### config.mk
export PLATFORM = sky130hd
export DESIGN_NAME = harris_stream_ctrl
export DESIGN_NICKNAME = d
export VERILOG_FILES = /design/src/rtl/harris_pkg.sv /design/src/rtl/harris_coord_delay.sv /design/src/rtl/harris_stream_ctrl.sv
export SDC_FILE = /design/constraint.sdc
export NUM_CORES = 1
export LEC_CHECK = 0
export CORE_ASPECT_RATIO = 1.5
export CORE_MARGIN = 10
export CORE_UTILIZATION = 35
export DETAILED_ROUTE_END_ITERATION = 6
export DONT_BUFFER_PORTS = 1
export GPL_ROUTABILITY_DRIVEN = 0
export PLACE_DENSITY = 0.48
export SYNTH_ARGS = -nofsm -noshare
export SYNTH_HDL_FRONTEND = slang
export SYNTH_SLANG_ARGS = --single-unit
### constraint.sdc
create_clock -name clk -period 2.4 [get_ports clk]
set_input_delay 0.48 -clock clk [delete_from_list [all_inputs] [get_ports clk]]
set_output_delay 0.48 -clock clk [all_outputs]
set_load 0.05 [all_outputs]
### src/rtl/harris_pkg.sv
`default_nettype none
// ============================================================================
// Module   : harris_pkg
// Brief    : Shared widths, defaults and sequencer state type for the
//            harris_stream_ctrl frame sequencer.
// Revision : 1.0
// ============================================================================
package harris_pkg;

    localparam int PIX_W     = 8;
    localparam int SCORE_W   = 32;
    localparam int WIN       = 6;
    localparam int DEF_IMG_W = 64;
    localparam int DEF_IMG_H = 64;
    localparam int DEF_LAT   = 3;

    typedef enum logic [1:0] {
        IDLE   = 2'd0,
        STREAM = 2'd1,
        DRAIN  = 2'd2
    } state_t;

endpackage
`default_nettype wire

### src/rtl/harris_coord_delay.sv
`default_nettype none
// ============================================================================
// Module   : harris_coord_delay
// Brief    : Fixed-depth shift register of {valid, x, y} with synchronous clear.
// Revision : 1.0
// ============================================================================
module harris_coord_delay #(
    parameter int DEPTH = 4,
    parameter int XW    = 6,
    parameter int YW    = 6
) (
    input  logic          clk,
    input  logic          rst,
    input  logic          i_clear,
    input  logic          i_valid,
    input  logic [XW-1:0] i_x,
    input  logic [YW-1:0] i_y,
    output logic          o_valid,
    output logic [XW-1:0] o_x,
    output logic [YW-1:0] o_y
);

    logic [DEPTH-1:0] r_valid;
    logic [XW-1:0]    r_x [DEPTH];
    logic [YW-1:0]    r_y [DEPTH];

    // Shifts unconditionally so a gap in the input stream travels as an invalid slot.
    always_ff @(posedge clk) begin
        if (rst || i_clear) begin
            r_valid <= '0;
            for (int i = 0; i < DEPTH; i++) begin
                r_x[i] <= '0;
                r_y[i] <= '0;
            end
        end else begin
            r_valid <= {r_valid[DEPTH-2:0], i_valid};
            r_x[0]  <= i_x;
            r_y[0]  <= i_y;
            for (int i = 1; i < DEPTH; i++) begin
                r_x[i] <= r_x[i-1];
                r_y[i] <= r_y[i-1];
            end
        end
    end

    assign o_valid = r_valid[DEPTH-1];
    assign o_x     = r_x[DEPTH-1];
    assign o_y     = r_y[DEPTH-1];

endmodule
`default_nettype wire

### src/rtl/harris_stream_ctrl.sv
`default_nettype none
// ============================================================================
// Module   : harris_stream_ctrl
// Brief    : Feeds one raster frame to the Harris detector and pairs each
//            returned score with its pixel coordinate and border flag.
// Revision : 1.0
// ============================================================================
module harris_stream_ctrl #(
    parameter int  IMG_W = harris_pkg::DEF_IMG_W,
    parameter int  IMG_H = harris_pkg::DEF_IMG_H,
    parameter int  WIN   = harris_pkg::WIN,
    parameter int  LAT   = harris_pkg::DEF_LAT,
    localparam int CW    = $clog2(IMG_W),
    localparam int RW    = $clog2(IMG_H)
) (
    input  logic                           clk,
    input  logic                           reset,
    input  logic                           start,
    input  logic                           abort,
    input  logic                           in_valid,
    input  logic [harris_pkg::PIX_W-1:0]   in_pixel,
    output logic                           in_ready,
    output logic [harris_pkg::PIX_W-1:0]   pix_out,
    output logic                           pix_valid_out,
    input  logic [harris_pkg::SCORE_W-1:0] score_in,
    output logic                           out_valid,
    output logic [CW-1:0]                  out_x,
    output logic [RW-1:0]                  out_y,
    output logic [harris_pkg::SCORE_W-1:0] out_score,
    output logic                           out_border,
    output logic                           busy,
    output logic                           frame_done
);

    import harris_pkg::*;

    localparam logic [CW-1:0] c_col_last = CW'(IMG_W - 1);
    localparam logic [RW-1:0] c_row_last = RW'(IMG_H - 1);
    localparam logic [CW-1:0] c_win_x    = CW'(WIN - 1);
    localparam logic [RW-1:0] c_win_y    = RW'(WIN - 1);

    state_t        r_state;
    logic [CW-1:0] r_col;
    logic [RW-1:0] r_row;

    logic          w_hs;
    logic          w_push;
    logic          w_last_px;
    logic          w_dl_valid;
    logic [CW-1:0] w_dl_x;
    logic [RW-1:0] w_dl_y;
    logic          w_border;

    assign w_hs      = in_valid & in_ready;
    assign w_push    = w_hs & ~abort;
    assign w_last_px = (r_col == c_col_last) && (r_row == c_row_last);
    assign w_border  = (w_dl_x < c_win_x) || (w_dl_y < c_win_y);
    assign busy      = (r_state != IDLE);

    // LAT+1 stages: the final stage lines up with score_in for the same pixel.
    harris_coord_delay #(
        .DEPTH (LAT + 1),
        .XW    (CW),
        .YW    (RW)
    ) u_coord_delay (
        .clk     (clk),
        .rst     (reset),
        .i_clear (abort),
        .i_valid (w_push),
        .i_x     (r_col),
        .i_y     (r_row),
        .o_valid (w_dl_valid),
        .o_x     (w_dl_x),
        .o_y     (w_dl_y)
    );

    always_ff @(posedge clk) begin
        if (reset) begin
            r_state       <= IDLE;
            r_col         <= '0;
            r_row         <= '0;
            in_ready      <= 1'b0;
            pix_out       <= '0;
            pix_valid_out <= 1'b0;
            out_valid     <= 1'b0;
            out_x         <= '0;
            out_y         <= '0;
            out_score     <= '0;
            out_border    <= 1'b0;
            frame_done    <= 1'b0;
        end else if (abort) begin
            r_state       <= IDLE;
            in_ready      <= 1'b0;
            pix_valid_out <= 1'b0;
            out_valid     <= 1'b0;
            frame_done    <= 1'b0;
        end else begin
            pix_valid_out <= 1'b0;
            frame_done    <= 1'b0;
            out_valid     <= w_dl_valid;
            if (w_dl_valid) begin
                out_x      <= w_dl_x;
                out_y      <= w_dl_y;
                out_border <= w_border;
                out_score  <= w_border ? '0 : score_in;
            end

            case (r_state)
                IDLE: begin
                    if (start) begin
                        r_state  <= STREAM;
                        r_col    <= '0;
                        r_row    <= '0;
                        in_ready <= 1'b1;
                    end
                end
                STREAM: begin
                    if (w_hs) begin
                        pix_out       <= in_pixel;
                        pix_valid_out <= 1'b1;
                        if (w_last_px) begin
                            r_state  <= DRAIN;
                            in_ready <= 1'b0;
                        end
                        if (r_col == c_col_last) begin
                            r_col <= '0;
                            r_row <= r_row + 1'b1;
                        end else begin
                            r_col <= r_col + 1'b1;
                        end
                    end
                end
                DRAIN: begin
                    // Only the final pixel of the frame can appear here with these coordinates.
                    if (out_valid && (out_x == c_col_last) && (out_y == c_row_last)) begin
                        frame_done <= 1'b1;
                        r_state    <= IDLE;
                    end
                end
                default: r_state <= IDLE;
            endcase
        end
    end

endmodule
`default_nettype wire

==> results of run 1 <==
worst max path at each step:
| stage | to | slack, ns | depth (start not counted) |
|---|---|---|---|
| finish | in_ready | 0.54 | 5 |
| floorplan | r_row[4] | 0.52 | 5 |
| global route | in_ready | 0.40 | 5 |
| global placement | in_ready | 0.57 | 5 |
| CTS | in_ready | 0.52 | 5 |
| detailed placement | in_ready | 0.53 | 5 |
per-stage QoR:
stage	cells	power, W	hold slack, ns	setup WS, ns	utilization [%]
after global routing	572	0.004648	0.1261	0.4041	42.68
final	572	0.004473	0.1480	0.5371	42.68
after CTS	572	0.004547	0.1242	0.5200	42.68
after global placement	540	0.002160	0.4067	0.5701	37.74
after floorplan	391	0.002152	0.4057	0.5245	-
after detailed placement	540	0.002161	0.4097	0.5332	37.74
cell type report:
cell class	count	area, µm²	share of cell area [%]
well taps	150	187.7	3.854
flip-flops and latches	123	2462	50.57
repair buffers	23	172.7	3.546
inverters	3	11.26	0.2312
multi-input cells	241	1473	30.24
clock buffers	18	439.2	9.018
clock inverters	14	123.9	2.544
routing by layer:
metal / part of all wire (%) / vias up / global-route usage [%]
met1: 35 / 1248 / 10.17
met2: 51 / 94 / 18.94
met3: 11 / 15 / 6.139
met4: 2.0 / 0 / 5.630
li1: - / 1377 / -
met5: 0 / - / 0
cells in the mapped netlist:
cell type / instances / area, µm²
sky130_fd_sc_hd__clkbuf_1: 20 / 75.07
sky130_fd_sc_hd__nand3_2: 1 / 10.01
sky130_fd_sc_hd__dfxtp_1: 123 / 2462
sky130_fd_sc_hd__o21ai_0: 7 / 35.03
sky130_fd_sc_hd__and2_1: 54 / 337.8
sky130_fd_sc_hd__a22o_1: 33 / 289.0
sky130_fd_sc_hd__a21oi_1: 25 / 125.1
sky130_fd_sc_hd__nand4_1: 4 / 25.02
sky130_fd_sc_hd__nand2b_1: 9 / 56.30
sky130_fd_sc_hd__mux2i_1: 2 / 20.02
sky130_fd_sc_hd__or4_1: 4 / 30.03
sky130_fd_sc_hd__nor4_1: 3 / 18.77
sky130_fd_sc_hd__or3_1: 4 / 25.02
sky130_fd_sc_hd__inv_1: 3 / 11.26
sky130_fd_sc_hd__o21bai_1: 1 / 7.510
sky130_fd_sc_hd__ha_1: 2 / 25.02
sky130_fd_sc_hd__xor2_1: 4 / 35.03
sky130_fd_sc_hd__nand2_1: 34 / 127.6
sky130_fd_sc_hd__or2_2: 1 / 6.260
sky130_fd_sc_hd__and3_1: 4 / 25.02
sky130_fd_sc_hd__nor2b_1: 3 / 18.77
sky130_fd_sc_hd__nor3_1: 5 / 25.02
sky130_fd_sc_hd__o2111ai_1: 2 / 17.52
sky130_fd_sc_hd__or2_4: 1 / 8.760
sky130_fd_sc_hd__buf_2: 2 / 10.01
sky130_fd_sc_hd__nor2_1: 19 / 71.32
sky130_fd_sc_hd__nand3_1: 9 / 45.04
sky130_fd_sc_hd__nand3b_1: 3 / 22.52
sky130_fd_sc_hd__or3_4: 1 / 11.26
sky130_fd_sc_hd__a31oi_1: 1 / 6.260
sky130_fd_sc_hd__buf_6: 2 / 22.52
sky130_fd_sc_hd__o211ai_1: 3 / 22.52
sky130_fd_sc_hd__o22ai_1: 1 / 6.260
sky130_fd_sc_hd__a31o_2: 1 / 8.760
power by group through the flow:
| stage | clock network (W) | registers, W | logic (W) |
|---|---|---|---|
| floorplan | 0 | 0.00210 | 0.0000514 |
| global placement | 0 | 0.00210 | 0.0000621 |
| detailed placement | 0 | 0.00210 | 0.0000630 |
| CTS | 0.00243 | 0.00205 | 0.0000633 |
| global route | 0.00253 | 0.00205 | 0.0000689 |
| finish | 0.00236 | 0.00205 | 0.0000611 |
sequential cells by signal, summed over array words and instances, names as in the netlist, 4 cells and up:
name                   flops
out_score                 32
u_coord_delay.r_valid      4
out_x                      6
u_coord_delay.r_y         24
pix_out                    8
u_coord_delay.r_x         24
r_row                      6
r_col                      6
out_y                      6
kinds of logic after synthesis:
kind of cell               count (synthesis)  synth area share, %
DFF                                      123                60.89
AOI/OAI and AO/OA                         74                12.81
buffers and inverters                     27                2.939
muxes                                      2               0.4951
adders and majority gates                  2               0.6187
and+or+nand+nor                          159                21.38
xor gates and xnor gates                   4               0.8662
==> qor.csv, run 1 <==
stage;metric;value;unit
power_and_ir_drop;proportion of power drawn by flip-flops and latches;45.9;%
final_layout;highest-count cells in the layout ignoring fill and taps;sky130_fd_sc_hd__dfxtp_1 (123), sky130_fd_sc_hd__and2_1 (54), sky130_fd_sc_hd__nand2_1 (34);
critical_path;Critical path origin;r_col[0];
final_layout;diode insertion count for antenna repair;0;
global_routing;antenna violations before repair;0;
critical_path;worst setup path category;flip-flop to flip-flop;
clocking;clock latency at the later pin of the worst-skew pair;0.41;ns
critical_path;crit path DAT;2.17;ns
clocking;CTS Root Cell;sky130_fd_sc_hd__clkbuf_16;
worst_hold_path;class of the most critical hold timing path;input pin to flip-flop;
global_routing;via count of the first global-routing pass;2676;
critical_path;Crit path max-delay family;simple AND/OR/NAND/NOR gates;
clocking;# resized after CTS;0;
timing;transition at the pin with the smallest max-transition slack;0.5516;ns
routing;per-cell routed wire length;15.40;µm
clocking;CTS tree;done;
power_and_ir_drop;power share of the combinational group;1.4;%
floorplan;DIE WIDTH;107.8;µm
yosys;Post-Syn Nets;438;
floorplan;Die Span Y;151.6;µm
timing;max_slew headroom;63.17;%
yosys;Cells after Synth;391;
critical_path;cell-by-cell trace of the critical path;ha_1 > and3_1 > nand3_2 > or4_1 > a31o_2;
routing;number of optimization iterations in the first detailed-route pass;4;
critical_path;CP max stage delay;0.57;ns
critical_path;Req. time, crit path;2.70;ns
placed_design;I/O Buffers;0;
global_routing;wire length of the first global-routing pass;13.81;mm
routing;number of vias after detailed routing;2734;
power_and_ir_drop;switching share of power;21.47;%
power_and_ir_drop;power dissipated by switching net loads;0.0009603;W
critical_path;capture point of the worst reg-to-reg path;in_ready;
timing;number of endpoints failing setup at the final stage;0;
critical_path;Reg2Reg Setup Slack;0.54;ns
routing;drt first-iter violations;109;
floorplan;row cnt;48;
critical_path;Critical-path top delay cell;sky130_fd_sc_hd__or4_1;
placed_design;hpwl dp;6.314;mm
worst_hold_path;end point of the worst hold path;r_col[1];
floorplan;IO Count;103;
floorplan;overall die area;16340;µm²
yosys;mean cell area of the mapped netlist;10.34;µm²
final_layout;post-route cell area;4870;µm²
routing;Post-DRT Antenna Nets;0;
clocking;Max H-tree Level;4;
global_routing;Tot GR Track Use;10.99;%
critical_path;Crit path buffers/inverters;0;
clocking;# Post-CTS Setup Buffers;0;
critical_path;startpoint of the lowest-slack register-to-register path;r_col[0];
timing;shortest period the worst path allows;1.863;ns
clocking;total clock sinks;123;
critical_path;sort of element at the end of the critical path;flip-flop;
critical_path;type of origin of the critical path;flip-flop;
job;max cap viols;0;
global_routing;pin count of the biggest net entering global routing;37;
clocking;total clock buffers created by CTS;17;
floorplan;Starting Density;35.44;%
timing;FMAX;0.5368;GHz
timing;setup skew after layout;0.005736;ns
floorplan;Core Region;11410;µm²
yosys;sequential element share of the synthesized area;60.89;%
clocking;number of hold buffers added after CTS;0;
power_and_ir_drop;Internal Pwr Total;0.003513;W
clocking;clock-pin slew reported for the worst setup and hold paths after clock tree synthesis;0.06;ns
critical_path;Crit Path Max Fanout;5;
power_and_ir_drop;Worst IR Drop VDD;0.4459;mV
power_and_ir_drop;Leak Pwr;1.878;nW
yosys;synthesis-stage register bit count;123;
placed_design;placed inst area;4307;µm²
worst_hold_path;hold path startpoint;reset;
final_layout;number of nets at the end of the flow;456;
routing;per-cell via count in the routed design;4.780;
final_layout;layout cell share with drive strength beyond 1;14.93;%
timing;number of hold-slack violations in the final timing report;0;
timing;Final Max Slew Viols;0;
routing;final WL;8.811;mm
timing;sum of negative setup slack;0;ns
power_and_ir_drop;total power density per cell area;918.5;nW/µm²
run_status;run status;completed;
routing;# DRC;0;
timing;fin crit share;77.62;%
clocking;CTS Buffer Depth;2;
power_and_ir_drop;part of the power in the clock network;52.7;%
final_layout;total of fill cells in the finished design;1135;
timing;RSZ-0062 raised after global routing;no;
final_layout;synth-to-layout area growth;20.42;%
final_layout;most common library cell in the layout ignoring fill and taps;sky130_fd_sc_hd__dfxtp_1;
yosys;synthesis warning total;0;
global_routing;GRT overflow;0;
critical_path;r2r worst-path depth;5;
yosys;unique cell type count in the Yosys netlist;34;
worst_hold_path;instance count along the most critical hold path;1;
yosys;synthesized cell area;4044;µm²
(Power assumes the default switching activity.)
==> run 2: changes to the inputs <==
Settings changed: PLACE_DENSITY 0.48 to 0.5.
Clock period 2.4 ns to 1.6 ns, I/O delays scaled along.
==> run 2 against run 1 <==
Against the previous run: maximum frequency rose by 20%; highest routed layer unchanged; critical path type unchanged; clock-buffer cell count up 3; largest power group unchanged; critical path depth is the same.
==> qor.csv, run 2 (same netlist as run 1, synthesis figures left out) <==
stage;metric;value;unit
clocking;total clock sinks;123;
timing;number of hold-slack violations in the final timing report;0;
floorplan;Core Region;11410;µm²
final_layout;post-route cell area;5235;µm²
floorplan;IO Count;103;
power_and_ir_drop;Internal Pwr Total;0.006315;W
power_and_ir_drop;Leak Pwr;2.054;nW
timing;number of endpoints failing setup at the final stage;0;
final_layout;number of nets at the end of the flow;471;
final_layout;flip-flop and latch area;2477;µm²
clocking;CTS Root Cell;sky130_fd_sc_hd__clkbuf_16;
clocking;Max H-tree Level;4;
final_layout;max reg flops;32;
power_and_ir_drop;total power density per cell area;1475;nW/µm²
routing;per-cell routed wire length;15.03;µm
clocking;clock-pin slew reported for the worst setup and hold paths after clock tree synthesis;0.05;ns
global_routing;pin count of the biggest net entering global routing;33;
placed_design;hpwl dp;6.186;mm
routing;number of optimization iterations in the first detailed-route pass;4;
timing;max_slew headroom;41.37;%
routing;drt first-iter violations;78;
critical_path;sort of element at the end of the critical path;flip-flop;
timing;Final Max Slew Viols;0;
timing;shortest period the worst path allows;1.546;ns
floorplan;overall die area;16340;µm²
timing;FMAX;0.6467;GHz
global_routing;wire length of the first global-routing pass;14.20;mm
power_and_ir_drop;proportion of power drawn by flip-flops and latches;39.9;%
power_and_ir_drop;switching share of power;18.21;%
final_layout;total of fill cells in the finished design;1093;
final_layout;synth-to-layout area growth;29.46;%
final_layout;most flop-heavy register;out_score;
power_and_ir_drop;post-route total power;0.007721;W
floorplan;Die Span Y;151.6;µm
critical_path;Crit Path Max Fanout;5;
final_layout;most common library cell in the layout ignoring fill and taps;sky130_fd_sc_hd__dfxtp_1;
routing;# DRC;0;
placed_design;I/O Buffers;0;
critical_path;worst setup path category;flip-flop to flip-flop;
final_layout;layout cell share with drive strength beyond 1;20.14;%
clocking;clock latency at the later pin of the worst-skew pair;0.41;ns
critical_path;type of origin of the critical path;flip-flop;
power_and_ir_drop;Worst IR Drop VDD;0.6655;mV
timing;transition at the pin with the smallest max-transition slack;0.8765;ns
worst_hold_path;class of the most critical hold timing path;input pin to flip-flop;
critical_path;Req. time, crit path;1.90;ns
power_and_ir_drop;part of the power in the clock network;58.5;%
global_routing;Tot GR Track Use;11.11;%
run_status;run status;completed;
power_and_ir_drop;power dissipated by switching net loads;0.001406;W
power_and_ir_drop;power share of the combinational group;1.6;%
routing;number of vias after detailed routing;2805;
timing;RSZ-0062 raised after global routing;yes;
global_routing;via count of the first global-routing pass;2830;
final_layout;diode insertion count for antenna repair;0;
routing;Post-DRT Antenna Nets;0;
final_layout;highest-count cells in the layout ignoring fill and taps;sky130_fd_sc_hd__dfxtp_1 (119), sky130_fd_sc_hd__and2_1 (54), sky130_fd_sc_hd__nand2_1 (34), sky130_fd_sc_hd__buf_4 (34), sky130_fd_sc_hd__a22o_1 (33);
final_layout;registers with the most flip-flops;out_score x32, u_coord_delay.r_x x24, u_coord_delay.r_y x24;
clocking;CTS tree;done;
job;max cap viols;0;
clocking;CTS Buffer Depth;2;
final_layout;area taken by multi-input logic gates;1526;µm²
timing;setup skew after layout;0.005558;ns
timing;fin crit share;96.64;%
routing;per-cell via count in the routed design;4.779;
routing;final WL;8.820;mm
floorplan;row cnt;48;
global_routing;GRT overflow;0;
clocking;total clock buffers created by CTS;17;
floorplan;Starting Density;35.44;%
placed_design;placed inst area;4462;µm²
critical_path;crit path DAT;1.84;ns
global_routing;antenna violations before repair;0;
timing;worst-case hold slack;0.04507;ns
floorplan;DIE WIDTH;107.8;µm
-- run 2: cell types whose count changed in the layout (fill, tap and decap cells not counted), sizes merged --
cell and change:
buf +14, clkinvlp -5, bufinv +6, clkbuf +3, dlygate4sd3 +1, clkinv -4
-- run 2: timing repair --
action                                  4_1_cts  5_1_grt
pin swaps                                     1        1
gates resized for setup                       1        9
hold endpoints to repair                     19        0
hold buffers                                  1        0
setup buffers                                 2        1
endpoints found under the setup margin       33       11
-- run 2: metrics by stage --
step                      worst slack (ns)  cells  utilization (%)  TNS (ns)
final                              0.05377    587            45.88         0
after global routing              -0.01112    587            45.88  -0.01526
after CTS                          0.02803    586            45.56         0
after detailed placement           -0.1505    551            39.10    -4.237
after global placement            -0.05260    551            39.10    -1.579
after floorplan                   -0.06297    391                -  -0.06297
-- run 2: worst max-delay path, stage by stage, from the launching register on --
cell and delay [ns]:
sky130_fd_sc_hd__dfxtp_4 0.37, sky130_fd_sc_hd__ha_4 0.13, sky130_fd_sc_hd__and3_4 0.20, sky130_fd_sc_hd__nand3_4 0.09, sky130_fd_sc_hd__or4_4 0.43, sky130_fd_sc_hd__a31o_2 0.21
-- run 2: routing by layer --
metal	track usage, %	part of all wire (%)
met3	6.308	10
met1	11.80	40
met5	0	0
met2	18.03	49
met4	4.021	1.2
-- run 2: power groups by stage --
stage	logic [W]	clock network (W)	registers, W
global placement	0.000109	0	0.00315
finish	0.000120	0.00452	0.00308
floorplan	0.0000776	0	0.00315
CTS	0.000122	0.00462	0.00308
global route	0.000134	0.00477	0.00308
detailed placement	0.000110	0	0.00315
-- run 2: worst paths after layout --
path / slack, ns / from / endpoint / cells after the start
worst min-delay path: 0.05 / score_in[18] / out_score[18] / 1
worst min register to register: 0.42 / u_coord_delay.r_x[2][3] / u_coord_delay.r_x[3][3] / 1
worst max register to register: 0.05 / r_col[0] / in_ready / 5
worst max-delay path: 0.05 / r_col[0] / in_ready / 5
-- run 2: cell type report --
cell class,count,area share (%)
flip-flops and latches,123,47.32
multi-input cells,241,29.16
clock buffers,21,8.987
repair buffers,38,6.214
clock inverters,11,4.517
well taps,150,3.585
inverters,3,0.2151
